===== config.mk =====
export PLATFORM = sky130hd
export DESIGN_NAME = reaction_timer
export DESIGN_NICKNAME = d
export VERILOG_FILES = /design/src/rtl/reaction_pkg.sv /design/src/rtl/button_sync.sv /design/src/rtl/reaction_timer.sv
export SDC_FILE = /design/constraint.sdc
export NUM_CORES = 1
export LEC_CHECK = 0
export CAP_MARGIN = 20
export CORE_MARGIN = 3
export CORE_UTILIZATION = 50
export DETAILED_ROUTE_END_ITERATION = 7
export DONT_BUFFER_PORTS = 1
export PLACE_DENSITY = 0.76
export SYNTH_ARGS = -nofsm -noshare
export SYNTH_HDL_FRONTEND = slang
export SYNTH_SLANG_ARGS = --single-unit

===== constraint.sdc =====
create_clock -name clk -period 2.85 [get_ports clk]
set_input_delay 0.57 -clock clk [delete_from_list [all_inputs] [get_ports clk]]
set_output_delay 0.57 -clock clk [all_outputs]
set_load 0.01 [all_outputs]

===== src/rtl/reaction_pkg.sv =====
// Shared definitions for the reaction timer.
//   state_e      : measurement FSM states
//   MaxMsDefault : default saturation limit of the measured time in ms
package reaction_pkg;

  typedef enum logic [2:0] {
    StIdle,
    StArmed,
    StTiming,
    StDone,
    StFault
  } state_e;

  localparam int unsigned MaxMsDefault = 9999;

endpackage


===== src/rtl/button_sync.sv =====
// Button synchronizer and rising-edge detector.
//   clk   : system clock
//   rst   : asynchronous active-high reset
//   din   : raw button level, asynchronous to clk
//   press : one-clk pulse on a synchronized rising edge
module button_sync (
  input  logic clk,
  input  logic rst,
  input  logic din,
  output logic press
);

  logic       sync1_q;
  logic       sync2_q;
  logic       prev_q;
  // Fills with ones after reset. An edge is only reported once prev_q holds
  // a real sampled level, so a button held through reset never looks like a press.
  logic [2:0] fill_q;

  always_ff @(posedge clk or posedge rst) begin
    if (rst) begin
      sync1_q <= 1'b0;
      sync2_q <= 1'b0;
      prev_q  <= 1'b0;
      fill_q  <= '0;
    end else begin
      sync1_q <= din;
      sync2_q <= sync1_q;
      prev_q  <= sync2_q;
      fill_q  <= {fill_q[1:0], 1'b1};
    end
  end

  assign press = fill_q[2] & sync2_q & ~prev_q;

endmodule


===== src/rtl/reaction_timer.sv =====
// Driver reaction timer: measures ms from lights_out to the first button press.
//   clk, rst   : system clock, asynchronous active-high reset
//   tick       : 1 ms strobe
//   arm        : start of light sequence, restarts a measurement from any state
//   lights_out : all lights extinguished, timing starts
//   button     : raw active-high button, asynchronous
//   time_ms    : measured time (saturates at MAX_MS)
//   valid      : time_ms holds a completed measurement
//   jump_start : press seen before lights_out
//   overflow   : no press within MAX_MS
//   busy       : measurement in progress
module reaction_timer
  import reaction_pkg::*;
#(
  parameter int unsigned N_BIT  = 14,
  parameter int unsigned MAX_MS = MaxMsDefault
) (
  input  logic             clk,
  input  logic             rst,
  input  logic             tick,
  input  logic             arm,
  input  logic             lights_out,
  input  logic             button,
  output logic [N_BIT-1:0] time_ms,
  output logic             valid,
  output logic             jump_start,
  output logic             overflow,
  output logic             busy
);

  localparam logic [N_BIT-1:0] LastCnt = N_BIT'(MAX_MS - 1);
  localparam logic [N_BIT-1:0] MaxCnt  = N_BIT'(MAX_MS);

  logic press;

  button_sync u_button_sync (
    .clk   (clk),
    .rst   (rst),
    .din   (button),
    .press (press)
  );

  state_e           state_q, state_d;
  logic [N_BIT-1:0] cnt_q, cnt_d;
  logic [N_BIT-1:0] time_q, time_d;
  logic             valid_q, valid_d;
  logic             jump_q, jump_d;
  logic             ovf_q, ovf_d;

  always_ff @(posedge clk or posedge rst) begin
    if (rst) begin
      state_q <= StIdle;
      cnt_q   <= '0;
      time_q  <= '0;
      valid_q <= 1'b0;
      jump_q  <= 1'b0;
      ovf_q   <= 1'b0;
    end else begin
      state_q <= state_d;
      cnt_q   <= cnt_d;
      time_q  <= time_d;
      valid_q <= valid_d;
      jump_q  <= jump_d;
      ovf_q   <= ovf_d;
    end
  end

  always_comb begin
    state_d = state_q;
    cnt_d   = cnt_q;
    time_d  = time_q;
    valid_d = valid_q;
    jump_d  = jump_q;
    ovf_d   = ovf_q;

    // arm overrides everything, including a coincident press
    if (arm) begin
      state_d = StArmed;
      cnt_d   = '0;
      valid_d = 1'b0;
      jump_d  = 1'b0;
      ovf_d   = 1'b0;
    end else begin
      case (state_q)
        StArmed: begin
          // press beats a coincident lights_out: counts as a jump start
          if (press) begin
            state_d = StFault;
            jump_d  = 1'b1;
          end else if (lights_out) begin
            state_d = StTiming;
            cnt_d   = '0;
          end
        end
        StTiming: begin
          // press beats a coincident tick, so the latched value excludes it
          if (press) begin
            state_d = StDone;
            time_d  = cnt_q;
            valid_d = 1'b1;
          end else if (tick) begin
            if (cnt_q == LastCnt) begin
              state_d = StDone;
              cnt_d   = MaxCnt;
              time_d  = MaxCnt;
              valid_d = 1'b1;
              ovf_d   = 1'b1;
            end else begin
              cnt_d = cnt_q + N_BIT'(1);
            end
          end
        end
        default: ;  // StIdle, StDone, StFault hold until arm
      endcase
    end
  end

  assign time_ms    = time_q;
  assign valid      = valid_q;
  assign jump_start = jump_q;
  assign overflow   = ovf_q;
  assign busy       = (state_q == StArmed) || (state_q == StTiming);

endmodule


==> reports/qor.csv <==
stage,metric,value,unit
cells_and_area,area_delta_synth_final,4.31,%
global_route,grt_pass1_vias,1619,
synthesis,synth-seq-cells,40,
power,p_per_area,497,mW/mm2
routing,wl_met1,1920,um
routing,drt_iter0_drc,126,
routing,avgRoutedWirePerCell,18.2,um
synthesis,seq_area_frac_synth,49.2,%
clocking,cts_setup_buffers,0,
synthesis,synth_nets,207,
clocking,clk_pin_slew,70,ps
setup_path,arrival,2400,ps
clocking,clk_latency,290,ps
placement,place.gp.congestion,0.845,
floorplanning,dieArea,0.00487,mm2
synthesis,syn_avg_cell_area,10.2,um2
placement,place_worst_setup_slack,644,ps
floorplanning,die_h,69.8,um
timing,fin_skew,2.45,ps
timing,maxSlewViolCount,0,
setup_path,r2r_slack,620,ps
timing,whs,288,ps
setup_path,critical_path_required,3020,ps
floorplanning,rows,22,
clocking,cts_made_buffers,5,
synthesis,ys.flop_type,dfrtp_1,
routing,vias_per_cell,6.39,
synthesis,synth_edf_count,0,
synthesis,synth_area_leaders,"dfrtp_1, a221o_1, o22ai_1",
global_route,grt_first_pass_wirelength,7700,um
synthesis,netlist.area_leader.share,49.2,%
floorplanning,ioPinCount,24,
timing,finalSetupTns,0,ps
cells_and_area,drive_above_1_share,8.59,%
synthesis,synth_cell_type_count,44,
cells_and_area,final_util,55.8,%
placement,io_buffers,0,
clocking,clockRootBuffer,clkbuf_8,
min_path,holdCritPathClass,primary input to async pin,
synthesis,synth_top_area_cell,dfrtp_1,
timing,relSlewSlack,59.0,%
routing,met2_length,2120,um
clocking,cts_resized,0,
clocking,clock-sinks,40,
timing,min_period_over_period,78.3,%
timing,setup_slack,617,ps
global_route,grt_max_degree,41,
global_route,grt_use_total,19.7,%
global_route,gr-total-overflow,0,
setup_path,r2r-start,cnt_q[0],
flow_run,drv_cap,0,
setup_path,crit_type,register to register,
synthesis,synth_area,0.00203,mm2
clocking,cts_buffer_depth,2,
synthesis,synth_most_common_cell,dfrtp_1,
power,p_leak,0.861,nW
power,vdd_ir_drop_max,0.343,mV
cells_and_area,finish.net_count,205,
floorplanning,initial_core_util,53.5,%
setup_path,crit_fanout,16,
timing,hold_violations,0,
cells_and_area,layout.cells.non_filler,246,
synthesis,synth-async-reset-ratio,100,%
timing,rsz0062_at_grt,false,
routing,highest_layer,met4,
timing,period_minus_slack,2230,ps
routing,met3_length,395,um
setup_path,ff2ff_path_depth,6,
routing,route.detailed.drc,0,
routing,ant_nets,0,
routing,first_pass_iters,5,
placement,dpl.cell_count,238,
clocking,cts_tree,done,
timing,worst_pin_slew,613,ps
placement,dp.final_hpwl,3000,um
cells_and_area,diodes,0,
outcome,status,finished clean,
setup_path,crit_path_end_kind,register,
clocking,postCtsHoldBufs,0,
synthesis,netlist_top_cells_count,"dfrtp_1, inv_1, a21oi_1",
routing,vias,1571,
synthesis,ys.warnings.count,0,
synthesis,syn_inst,199,
floorplanning,die_w,69.8,um
routing,finalWirelength,4470,um
timing,setup_viol,0,
setup_path,r2r-end,time_ms[11],
setup_path,cp-start-kind,register,
floorplanning,core-area,0.00380,mm2
global_route,antenna_found_initial,0,
timing,fmax,448,MHz
clocking,htree_levels,2,
## per-stage QoR
step / power [mW] / area [um2]
finish: 1.05 / 2120
global route: 1.10 / 2120
CTS: 1.07 / 2120
detailed placement: 0.685 / 2030
global placement: 0.679 / 2030
floorplan: 0.670 / 2030
## registers in the layout, summed over array words and instances, names as in the netlist
register	flops
time_ms	14
valid	1
u_button_sync.sync2_q	1
jump_start	1
overflow	1
cnt_q	14
u_button_sync.prev_q	1
u_button_sync.fill_q	3
state_q	3
u_button_sync.sync1_q	1
## area by class of cell
class                           count  area (um2)
Sequential cell                    40        1000
Inverter                           16        60.1
Fill cell                         346        1680
Clock buffer                        8        90.1
Timing Repair Buffer                3        22.5
Multi-Input combinational cell    131         887
Tap cell                           48        60.1
## placed cells by master (no fill, tap or decap), drive strengths merged, types with 4 or more instances in the layout
master,Yosys,routed
a21oi,16,16
a221o,9,9
clkbuf,2,8
dfrtp,40,40
inv,16,16
nand2,4,4
nand2b,4,4
nand4,6,6
nor2,14,14
nor2b,7,7
nor3,7,7
nor4,6,6
o21ai,5,5
o22ai,13,13
## cells by family (layout without fill, tap and decap cells)
| kind of cell | Yosys count | in the layout | synth area share [%] |
|---|---|---|---|
| compound gates | 59 | 59 | 21.1 |
| fa+ha+maj | 2 | 2 | 1.23 |
| buf+inv | 28 | 27 | 7.14 |
| flops | 40 | 40 | 49.2 |
| mux | 3 | 3 | 1.60 |
| other cells | 1 | 1 | 0.184 |
| simple gates | 66 | 66 | 19.5 |
## worst max-delay path by stage
stage,endpoint,cells past startpoint,slack (ps),start
after floorplan,time_ms[4],7,1070,cnt_q[0]
after global placement,time_ms[6],6,780,cnt_q[0]
after detailed placement,time_ms[11],6,640,cnt_q[0]
after CTS,time_ms[11],6,640,cnt_q[0]
after global routing,time_ms[5],6,470,cnt_q[0]
final,time_ms[11],6,620,cnt_q[0]
## routing by layer
layer  GRT usage, %  vias up
li1               -      735
met1           25.5      763
met2           30.3       69
met3           7.39        4
met4           6.60        0
met5              0        -
## critical path: stages, from the launching register on
cell	delay, ps
dfrtp_1	450
inv_1	90
ha_1	130
nor4bb_1	320
and4_1	510
a21oi_4	210
a221o_1	400
## report_power, final
| part | switching, mW | leakage [nW] | internal (mW) |
|---|---|---|---|
| Clock | 0.183 | 0.0455 | 0.197 |
| Combinational | 0.0508 | 0.286 | 0.0309 |
| Sequential | 0.0143 | 0.530 | 0.578 |
| Total | 0.248 | 0.861 | 0.806 |
Power figures use the tool's default switching activity.
